`src/rtl/psum_pkg.sv`:
```
// Shared constants, FSM state and result record for the partial-product accumulator.
package psum_pkg;

  localparam int IN_W_DEF    = 16;
  localparam int ACC_W_DEF   = 24;
  localparam int WIN_LEN_DEF = 9;
  localparam int CNT_W_DEF   = $clog2(WIN_LEN_DEF + 1);

  typedef enum logic {
    IDLE  = 1'b0,
    ACCUM = 1'b1
  } state_t;

  // Result record at the default widths.
  typedef struct packed {
    logic [ACC_W_DEF-1:0] data;
    logic                 ovf;
    logic [CNT_W_DEF-1:0] cnt;
  } result_t;

endpackage

```
`src/rtl/psum_out_reg.sv`:
```
// Valid/ready result register for psum_accum; produces in_rdy.
// Optional ReLU clamp on the loaded data when PSUM_RELU_EN is defined.
module psum_out_reg
  import psum_pkg::*;
#(
  parameter int ACC_W = ACC_W_DEF,
  parameter int CNT_W = CNT_W_DEF
) (
  input  logic             clk,
  input  logic             rst,
  input  logic             load,
  input  logic [ACC_W-1:0] load_data,
  input  logic             load_ovf,
  input  logic [CNT_W-1:0] load_cnt,
  input  logic             out_rdy,
  output logic             in_rdy,
  output logic             out_vld,
  output logic [ACC_W-1:0] out_data,
  output logic             out_ovf,
  output logic [CNT_W-1:0] out_cnt
);

  logic [ACC_W-1:0] load_val;

`ifdef PSUM_RELU_EN
  assign load_val = load_data[ACC_W-1] ? '0 : load_data;
`else
  assign load_val = load_data;
`endif

  // Handshake: a result transfers on out_vld & out_rdy; the upstream may
  // only present a beat when the register is empty or draining this cycle.
  assign in_rdy = ~out_vld | out_rdy;

  always_ff @(posedge clk) begin
    if (rst) begin
      out_vld  <= 1'b0;
      out_data <= '0;
      out_ovf  <= 1'b0;
      out_cnt  <= '0;
    end else if (load) begin
      out_vld  <= 1'b1;
      out_data <= load_val;
      out_ovf  <= load_ovf;
      out_cnt  <= load_cnt;
    end else if (out_rdy) begin
      out_vld  <= 1'b0;
    end
  end

endmodule

```
`src/rtl/psum_accum.sv`:
```
// Window accumulator for signed partial products from the shift-add multiplier.
// Define PSUM_RELU_EN to clamp negative window results to zero.
module psum_accum
  import psum_pkg::*;
#(
  parameter int IN_W    = IN_W_DEF,
  parameter int ACC_W   = ACC_W_DEF,
  parameter int WIN_LEN = WIN_LEN_DEF,
  localparam int CNT_W  = $clog2(WIN_LEN + 1)
) (
  input  logic                    clk,
  input  logic                    rst,
  input  logic                    pp_vld,
  input  logic signed [IN_W-1:0]  pp_data,
  input  logic                    pp_last,
  input  logic                    flush,
  output logic                    in_rdy,
  output logic                    out_vld,
  input  logic                    out_rdy,
  output logic signed [ACC_W-1:0] out_data,
  output logic                    out_ovf,
  output logic [CNT_W-1:0]        out_cnt,
  output state_t                  dbg_state
);

  localparam logic [CNT_W-1:0] LAST_IDX = CNT_W'(WIN_LEN - 1);

  state_t           state_q, state_d;
  logic [ACC_W-1:0] acc_q, acc_d;
  logic             ovf_q, ovf_d;
  logic [CNT_W-1:0] cnt_q, cnt_d;

  logic [ACC_W-1:0] ext, sum;
  logic [CNT_W-1:0] cnt_inc;
  logic             beat, ignore, take, term, close, ovf_now, ovf_acc;

  assign ext     = {{(ACC_W-IN_W){pp_data[IN_W-1]}}, pp_data};
  assign sum     = pp_vld ? acc_q + ext : acc_q;
  assign ovf_now = pp_vld & (acc_q[ACC_W-1] == ext[ACC_W-1]) & (sum[ACC_W-1] != acc_q[ACC_W-1]);
  assign ovf_acc = ovf_q | ovf_now;
  assign cnt_inc = cnt_q + CNT_W'(pp_last);

  // A lone flush with nothing accumulated is a no-op, not an empty window.
  assign beat   = (pp_vld | pp_last | flush) & in_rdy;
  assign ignore = flush & ~pp_vld & ~pp_last & (state_q == IDLE);
  assign take   = beat & ~ignore;
  assign term   = pp_last & (cnt_q == LAST_IDX);
  assign close  = take & (term | flush);

  always_comb begin
    state_d = state_q;
    acc_d   = acc_q;
    ovf_d   = ovf_q;
    cnt_d   = cnt_q;
    if (take) begin
      if (close) begin
        state_d = IDLE;
        acc_d   = '0;
        ovf_d   = 1'b0;
        cnt_d   = '0;
      end else begin
        state_d = ACCUM;
        acc_d   = sum;
        ovf_d   = ovf_acc;
        cnt_d   = cnt_inc;
      end
    end
  end

  always_ff @(posedge clk) begin
    if (rst) begin
      state_q <= IDLE;
      acc_q   <= '0;
      ovf_q   <= 1'b0;
      cnt_q   <= '0;
    end else begin
      state_q <= state_d;
      acc_q   <= acc_d;
      ovf_q   <= ovf_d;
      cnt_q   <= cnt_d;
    end
  end

  assign dbg_state = state_q;

  psum_out_reg #(
    .ACC_W(ACC_W),
    .CNT_W(CNT_W)
  ) u_out (
    .clk      (clk),
    .rst      (rst),
    .load     (close),
    .load_data(sum),
    .load_ovf (ovf_acc),
    .load_cnt (cnt_inc),
    .out_rdy  (out_rdy),
    .in_rdy   (in_rdy),
    .out_vld  (out_vld),
    .out_data (out_data),
    .out_ovf  (out_ovf),
    .out_cnt  (out_cnt)
  );

endmodule
```
`config.mk`:
```
export PLATFORM = sky130hd
export DESIGN_NAME = psum_accum
export DESIGN_NICKNAME = d
export VERILOG_FILES = /design/src/rtl/psum_pkg.sv /design/src/rtl/psum_out_reg.sv /design/src/rtl/psum_accum.sv
export SDC_FILE = /design/constraint.sdc
export NUM_CORES = 1
export LEC_CHECK = 0
export BUFFER_PORTS_ARGS = -buffer_cell sky130_fd_sc_hd__buf_2
export CAP_MARGIN = 0
export CORE_UTILIZATION = 45
export DETAILED_ROUTE_END_ITERATION = 6
export GPL_ROUTABILITY_DRIVEN = 0
export HOLD_SLACK_MARGIN = 0.05
export PLACE_DENSITY = 0.69
export SLEW_MARGIN = 0
export SYNTH_ARGS = -nofsm -noshare
export SYNTH_HDL_FRONTEND = slang
export SYNTH_HIERARCHICAL = 1
export SYNTH_SLANG_ARGS = --single-unit
```
`constraint.sdc`:
```
create_clock -name clk -period 4 [get_ports clk]
set_clock_uncertainty 0.15 [all_clocks]
set_input_delay 0.4 -clock clk [delete_from_list [all_inputs] [get_ports clk]]
set_output_delay 0.4 -clock clk [all_outputs]
set_load 0.01 [all_outputs]
```
# Word level (Yosys, flattened, before mapping)

Cells that the tools add are included.

Flip-flop bits (word level): 60
Bits in latches: 0
Memory bits (writable): 0
Bits in read-only memories: 0
Word-level logic and storage cells: 40
Memories kept: 0
Bits of input ports: 22
Output and inout bits: 32

Eq/ne operators: 3
Muxes and demuxes: 7
Reductions and logical operators: 1
$lt $le $gt $ge: 0
Div/mod/pow operators: 0
Bitwise operators: 19
$mul: 0
$add $sub $neg: 2
Shift operators: 0

Operator list:

| operator             | count |
|---|---|
| $mux W24             | 2 |
| $add A24 B24 Y24     | 1 |
| $and A1 B1 Y1        | 9 |
| $not A1 Y1           | 5 |
| $or A1 B1 Y1         | 5 |
| $add A4 B1 Y4        | 1 |
| $eq A4 B4 Y1 const B | 1 |
| $mux W1              | 4 |
| $mux W4              | 1 |
| $reduce_bool A2 Y1   | 1 |
| $eq A1 B1 Y1         | 1 |
| $ne A1 B1 Y1         | 1 |

# Depth between registers and ports, before layout

Gate-level depths: netlist (run 1).

Word-level depth: 8
Gate-level depth with buffers: 11
Depth with buffers taken out: 11

# By module

Netlist (run 1), hierarchy kept.

Modules (own cells, without submodules):

| module       | sequential area each (µm²) | times used | cells an instance | area an instance (µm²) |
|---|---|---|---|---|
| psum_accum   | 600.6                      | 1          | 317               | 2647.5 |
| psum_out_reg | 600.6                      | 1          | 98                | 1097.3 |

# Worst setup path before layout (run 1)

No wires, ideal clock.

Kind: in2reg
From: input port pp_data[0]
To: register u_out.out_data[20]
Required time: 3.722 ns
Stages: 11
Path slack: 1.022 ns
Path buffers: 0
Data arrival time: 2.701 ns
Library setup time: 0.128 ns
Path through: ha_1 fa_1 a21oi_1 o211ai_1 a311oi_2 a2bb2oi_1 a21boi_0 or3_1 a31o_2 mux2i_1 nor2_1

Cells in the longest elaborated chain, start to end: 2

Ends and longest elaborated chain:

| what                   | line               | source |
|---|---|---|
| start: declaration     | psum_accum.sv:14   | `input logic signed [IN_W-1:0] pp_data,` |
| $add A24 B24 Y24       | psum_accum.sv:38   | `assign sum = pp_vld ? acc_q + ext : acc_q;` |
| $mux W24               | psum_accum.sv:38   |  |
| net sum[20]            | psum_accum.sv:33   | `logic [ACC_W-1:0] ext, sum;` |
| end signal: assignment | psum_out_reg.sv:43 | `out_data <= load_val;` |
| end: declaration       | psum_out_reg.sv:18 | `output logic [ACC_W-1:0] out_data,` |

The timed path passes the listed nets, and every way through them passes these cells.
A chain may end at the register's enable or synchronous reset.

# Worst setup path in the final report (run 1)

From: register acc_q[0]
To: register u_out.out_data[18]

Cells in the longest elaborated chain, start to end: 2

Ends and longest elaborated chain:

| what                     | line             | source |
|---|---|---|
| start: declaration       | psum_accum.sv:29 | `logic [ACC_W-1:0] acc_q, acc_d;` |
| start signal: assignment | psum_accum.sv:73 | `acc_q <= '0;` |
| start signal: assignment | psum_accum.sv:78 | `acc_q <= acc_d;` |
| $add A24 B24 Y24         | psum_accum.sv:38 |  |
| $mux W24                 | psum_accum.sv:38 |  |
| net sum[18]              | psum_accum.sv:33 |  |

The timed path passes the listed nets, and every way through them passes these cells.

==> results of run 1 <==
per-stage QoR:
| step | hold slack [ps] | power, mW | instances | setup slack, ps |
|---|---|---|---|---|
| 5_1_grt | 348 | 1.77 | 570 | 492 |
| 3_5_place_dp | 322 | 1.01 | 554 | 569 |
| 3_3_place_gp | 306 | 1.01 | 554 | 639 |
| 6_report | 298 | 1.69 | 570 | 718 |
| 2_1_floorplan | 296 | 0.934 | 415 | 1020 |
| 4_1_cts | 288 | 1.70 | 570 | 736 |
Yosys cell counts, types with 3 or more instances:
master    count  share of area
dfxtp_1      60           0.32
nor2_1       54          0.054
a21oi_1      31          0.041
mux2i_1      29          0.078
ha_1         25          0.084
nand2_1      25          0.025
mux2_2       20          0.060
xnor2_1      14          0.033
nand3_1      13          0.017
clkbuf_1     12          0.012
a22oi_1      10          0.020
o21ai_0      10          0.013
a22o_1        9          0.021
xor2_1        8          0.019
a21o_1        7          0.014
nor3_1        7         0.0094
a21oi_2       5          0.012
inv_1         5         0.0050
o211ai_1      5          0.010
o21a_1        5          0.010
a21boi_0      4         0.0080
and3_1        4         0.0067
nand4_1       4         0.0067
and2_1        3         0.0050
buf_12        3          0.016
nor2b_1       3         0.0050
worst register-to-register path, cell delays in order (launching register included):
cell and delay (ps):
dfxtp_1 330, ha_1 220, fa_1 430, a21oi_1 160, o211ai_1 210, a311oi_2 540
o21ai_0 310, a21oi_1 250, xnor2_1 100, mux2_2 270, mux2i_1 130, nor2_1 50
cell families after synthesis:
group,synth area share
AND/OR/NAND/NOR,0.155
AO/OA/AOI/OAI,0.206
flip-flops,0.321
multiplexers,0.138
adder cells (fa/ha/maj),0.0889
buffers and inverters,0.0408
XOR/XNOR,0.0515
power groups by stage:
stage | registers (mW) | clock network, mW | logic (mW)
finish | 0.650 | 0.684 | 0.355
global route | 0.654 | 0.720 | 0.392
CTS | 0.650 | 0.695 | 0.354
detailed placement | 0.663 | 0 | 0.351
global placement | 0.662 | 0 | 0.345
floorplan | 0.669 | 0 | 0.265
state kept, by name, summed over array words and instances, names as in the netlist:
name and cells:
acc_q 24, cnt_q 4, dbg_state 1, ovf_q 1, u_out/out_cnt 4, u_out/out_data 24, u_out/out_ovf 1, u_out/out_vld 1
layout make-up:
type                    count  area, um^2
multi-input cells         330        2400
inverters                   5        18.8
clock buffers              10         138
flip-flops and latches     60        1200
fillers                   720        3600
repair buffers             57         295
well taps                 102         128
clock inverters             6         111
routing by layer:
| layer | vias to the layer above | routed length [um] | GRT usage |
|---|---|---|---|
| li1 | 1615 | - | - |
| met2 | 90 | 3860 | 0.333 |
| met5 | - | 0 | 0 |
| met1 | 1489 | 4210 | 0.275 |
| met4 | 0 | 184 | 0.0974 |
| met3 | 19 | 433 | 0.0325 |
final timing paths:
check | from | end | slack, ps
max reg2reg | acc_q[0] | u_out/out_data[18] | 720
min reg2reg | cnt_q[0] | cnt_q[0] | 340
min | out_rdy | u_out/out_vld | 300
max | acc_q[0] | u_out/out_data[18] | 720
==> metrics.txt, run 1 <==
hold_buf cts 0; final setup fails 0; vias in the first global route 3050; CP max stage cell a311oi_2; routed wire length per instance 15.2 um; slowest stage delay, CP 540 ps; initial antenna violation count 0; Synth Instances 415; die area 0.00869 mm^2; Setup Fix Bufs, Post-CTS 0; Critical Path Sink Type flip-flop; Mapped Area 0.00374 mm^2; Clock Latency Late Sink between 300 and 400 ps; gr usage total 0.209; layout cells sized above 1 0.235; first-pass GRT wire length approximately 14000 um; Port Buffers 53; Critical Path RT 4060 ps; Via density 5.64; ys async rst share 0; Leak Pwr 1.93 nW; sequential power share 0.385; crit path time final 3280 ps; Die W 93.2 um; Core Rows 32; post-cts resize count 0; Critical Path, Cell by Cell ha_1, fa_1, a21oi_1, o211ai_1, a311oi_2, o21ai_0, a21oi_1, xnor2_1, mux2_2, mux2i_1, nor2_1; WS Path Type reg2reg; most frequent cells in the layout 60 x dfxtp_1, 53 x nor2_1, 53 x buf_2; Synth warnings 6; Pwr Density ~390 mW/mm^2; Critical Path Start Type flip-flop; Overflow after GRT 0; cell depth of the worst flop-to-flop path 11; clock sink count 60; status completed; drt pass-1 iters 5; CTS tree yes; sequential area share after synthesis 0.321; switch share 0.281; Fin. Hold Viols 0; Slew Limit Headroom 0.538; #FFs+latches synth 60; Clk pwr share 0.405; IO Pins 54; Design Area, Final approximately 0.0043 mm^2; most common cell after layout, fill and taps aside dfxtp_1; Least-Margin Pin Slew 688 ps; RSZ-0062 raised after global routing no; hold depth 3; Max Root-Sink Buffers 2; largest net degree at the start of global routing 52; Max-Cap Viols 0; Avg Cell Area, Syn about 9 um^2; Arr. time, crit path roughly 3300 ps; Die Y 93.2 um; Main synth FF type dfxtp_1; Logic pwr share 0.210; worst min path class in2reg; fmax 0.305 GHz; Distinct cells, synth 57; routed vias 3213; WP depth 11; Num CTS Buffers 9; net switching power 0.475 mW; Synthesized Nets 463; Layout area overhead 14.6%; Buf/Inv on CP 0; Routed Antenna Nets 0; Core Region 0.00789 mm^2; VDD IR max 0.230 mV; # DRC 0; clk slew on worst S/H paths 70 ps; Post-synth EDFFs 0; Ant. Diodes 0; Post-DP Area 0.00404 mm^2; DRT iter0 DRCs 159; fin crit share 0.821; crit-path max FO 5; CTS H-tree depth 3; root buffer cell clkbuf_8; cell mode on critical path a21oi_1; family with the most delay on the worst path compound AO/OA/AOI/OAI gates; final wirelength slightly below 9000 um; initial core utilization 0.475; Internal 1.21 mW; fin nets 511; HPWL after detailed placement 6080 um; max-slew violations 0; setup TNS 0 ps; fin util 0.544
Note: power is estimated with default switching activity, not from simulation.
==> inputs of run 2 (changes only) <==
--- a/config.mk
+++ b/config.mk
@@ -5,13 +5,14 @@
 export SDC_FILE = /design/constraint.sdc
 export NUM_CORES = 1
 export LEC_CHECK = 0
+export ABC_AREA = 1
 export BUFFER_PORTS_ARGS = -buffer_cell sky130_fd_sc_hd__buf_2
 export CAP_MARGIN = 0
 export CORE_UTILIZATION = 45
 export DETAILED_ROUTE_END_ITERATION = 6
 export GPL_ROUTABILITY_DRIVEN = 0
 export HOLD_SLACK_MARGIN = 0.05
-export PLACE_DENSITY = 0.69
+export PLACE_DENSITY = 0.68
 export SLEW_MARGIN = 0
 export SYNTH_ARGS = -nofsm -noshare
 export SYNTH_HDL_FRONTEND = slang
==> constraint.sdc (replaced) <==
create_clock -name clk -period 3.09 [get_ports clk]
set_clock_uncertainty 0.15 [all_clocks]
set_input_delay 0.309 -clock clk [delete_from_list [all_inputs] [get_ports clk]]
set_output_delay 0.309 -clock clk [all_outputs]
set_load 0.01 [all_outputs]
==> run 2 against run 1 <==
Via count increased by 41%. Sequential share of layout area decreased by 3.6 points. Non-clock buffer count increased by 1. Register-to-register slack about the same. Die area increased by 18%. Cell count increased by 56%. First-iteration DRC count increased to 2.7 times the previous value. Utilization decreased by 1.8 points. Sequential power increased by 35%. Count of clock-buffer cells in the layout decreased by 1. Maximum frequency increased by 39%. Wire length increased by 38%. Highest routed layer unchanged.
==> metrics.txt, run 2 <==
status completed (unchanged); clock sink count 60 (unchanged); fin nets 804 (was 511); worst min path class in2reg (unchanged); largest net degree at the start of global routing 37 (was 52); hold_buf cts 0 (unchanged); Avg Cell Area, Syn 6.24 um^2 (was 9.02 um^2); vias in the first global route 4105 (was 3050); sequential area share after synthesis 0.271 (was 0.321); Critical Path RT 3190 ps (was 4060 ps); area share of the largest cell type after synthesis 0.271 (was 0.321); Arr. time, crit path 2460 ps (was 3340 ps); Setup WS pre-CTS 635 ps (was 569 ps); Layout area overhead 11.5% (was 14.6%); most frequent cell after synthesis nand2_1 (was dfxtp_1); DRT iter0 DRCs 426 (was 159); slowest stage delay, CP 480 ps (was 540 ps); Main synth FF type dfxtp_1 (unchanged); Design Area, Final 0.00493 mm^2 (was 0.00429 mm^2); most common cell after layout, fill and taps aside nand2_1 (was dfxtp_1); drt pass-1 iters 6 (was 5); Total Power 2.27 mW (was 1.69 mW); Pwr Density 460 mW/mm^2 (was 393 mW/mm^2); initial antenna violation count 0 (unchanged); max-slew violations 0 (unchanged); die area 0.0102 mm^2 (was 0.00869 mm^2); initial core utilization 0.472 (was 0.475); largest family of logic cells by synthesized area simple AND/OR/NAND/NOR gates (was compound AO/OA/AOI/OAI gates); final setup margin 730 ps (was 718 ps); Yosys top cell by area dfxtp_1 (unchanged); first-pass GRT wire length 19600 um (was 14300 um); #FFs+latches synth 60 (unchanged); Simple-Gate Fraction of Synth Area 0.399 (was 0.155); Via density 5.07 (was 5.64); CTS tree yes (unchanged); # DRC 0 (unchanged); CP max stage cell fa_1 (was a311oi_2); crit-path max FO 6 (was 5); final wirelength 12000 um (was 8690 um); Post-DP Area 0.00473 mm^2 (was 0.00404 mm^2); FILL cells 975 (was 720); Synth Area in Compound Gates 0.116 (was 0.206); Slew Limit Headroom 0.720 (was 0.538); root buffer cell clkbuf_8 (unchanged); Routed Antenna Nets 0 (unchanged); Core Region 0.00937 mm^2 (was 0.00789 mm^2); CTS H-tree depth 3 (unchanged); commonest cells in the netlist 221 x nand2_1, 88 x inv_1, 80 x nor2_1, 60 x dfxtp_1, 41 x a21oi_1 (was 60 x dfxtp_1, 54 x nor2_1, 31 x a21oi_1, 29 x mux2i_1); Max-Cap Viols 0 (unchanged); Critical Path, Cell by Cell ha_1, fa_1, nand3_1, nand3_2, nand2_1, nand2_1, nand3b_1, nand2_1, nand2_1, nand3_1, and2_1, nor2_2, nor2_1 (was ha_1, fa_1, a21oi_1, o211ai_1, a311oi_2, o21ai_0, a21oi_1, xnor2_1, mux2_2, mux2i_1, nor2_1); routed wire length per instance 13.5 um (was 15.2 um); Setup Fix Bufs, Post-CTS 0 (unchanged); Core Rows 35 (was 32); RSZ-0062 raised after global routing no (unchanged); VDD IR max 0.324 mV (was 0.230 mV); Ant. Diodes 0 (unchanged); clk slew on worst S/H paths 80 ps (was 70 ps); Num CTS Buffers 9 (unchanged); Die W 101 um (was 93.2 um); Mapped Area 0.00442 mm^2 (was 0.00374 mm^2); mux cell area share after synthesis 0 (was 0.138); cell mode on critical path nand2_1 (was a21oi_1); Synth area leaders dfxtp_1 27%, nand2_1 19%, inv_1 7.5% (was dfxtp_1 32%, ha_1 8.4%, mux2i_1 7.8%); IO Pins 54 (unchanged); fmax 0.424 GHz (was 0.305 GHz); layout cells sized above 1 0.166 (was 0.235); Fin. Hold Viols 0 (unchanged); Overflow after GRT 0 (unchanged); setup TNS 0 ps (unchanged); final setup fails 0 (unchanged); Leak Pwr 2.59 nW (was 1.93 nW); Synthesized Nets 757 (was 463); post-cts resize count 0 (unchanged); Post-Synth XOR/XNOR Area 0.0198 (was 0.0515); WS Path Type reg2reg (unchanged); Adder-Cell Fraction of Synth Area 0.0752 (was 0.0889); largest registers acc_q (24), u_out/out_data (24) (unchanged); Clock Latency Late Sink 350 ps (was 340 ps); Least-Margin Pin Slew 419 ps (was 688 ps); routed vias 4516 (was 3213); Post-synth EDFFs 0 (unchanged); Die Y 101 um (was 93.2 um); Synth warnings 6 (unchanged); Critical Path Start Type flip-flop (unchanged); Port Buffers 53 (unchanged); HPWL after detailed placement 9000 um (was 6080 um); most frequent cells in the layout 221 x nand2_1, 88 x inv_1, 80 x nor2_1 (was 60 x dfxtp_1, 53 x nor2_1, 53 x buf_2); family with the most delay on the worst path simple AND/OR/NAND/NOR gates (was compound AO/OA/AOI/OAI gates); crit path time final 2360 ps (was 3280 ps); ys async rst share 0 (unchanged); Distinct cells, synth 40 (was 57); Critical Path Sink Type flip-flop (unchanged); Buf/Inv on CP 0 (unchanged); fin crit share 0.764 (was 0.821); Max Root-Sink Buffers 2 (unchanged); gr usage total 0.247 (was 0.209); Synth Instances 709 (was 415)
## run 2: final cells by class
type / instances / area [um^2] / area share
inverter: 95 / 367 / 0.0743
tap: 129 / 161 / 0.0327
multi-input combinational: 532 / 2700 / 0.547
clock inverter: 7 / 76.3 / 0.0155
timing repair buffer: 58 / 303 / 0.0614
clock buffer: 9 / 124 / 0.0251
sequential: 60 / 1200 / 0.244
## run 2: kinds of logic (layout without fill, tap and decap cells)
group,Yosys count,count (layout)
AOI/OAI and AO/OA,92,92
xor gates and xnor gates,10,10
adders and majority gates,26,26
buffers and inverters,117,169
DFF,60,60
and+or+nand+nor,404,404
## run 2: per-layer routing
layer | global-route usage | wire length, um
met1 | 0.342 | 5740
met2 | 0.391 | 5330
met4 | 0.0702 | 158
met3 | 0.0483 | 757
met5 | 0 | 0
## run 2: through the flow
stage	hold WS (ps)	util	instances
after floorplan	221	-	709
after global placement	317	0.505	874
after detailed placement	322	0.505	874
after CTS	154	0.526	890
after global routing	174	0.526	890
final	157	0.526	890
## run 2: path summary, 6_finish.rpt
check | start | slack (ps) | cells after the start | endpoint
setup reg to reg | acc_q[0] | 730 | 13 | u_out/out_data[16]
hold reg to reg | ovf_q | 340 | 2 | ovf_q
hold / removal | out_rdy | 160 | 4 | u_out/out_vld
setup / recovery | acc_q[0] | 730 | 13 | u_out/out_data[16]
## run 2: report_power, final
part	total, mW	switching [mW]	internal [mW]	leakage [nW]
Combinational	0.644	0.413	0.231	2.01
Clock	0.748	0.372	0.376	0.0958
Sequential	0.877	0.0422	0.835	0.493
Total	2.27	0.827	1.44	2.59
## run 2: tightest hold or removal path: cells and delay by family
family	cells	cell delay [ps]
buffers and inverters	2	100
and+or+nand+nor	1	110
AOI/OAI and AO/OA	1	70
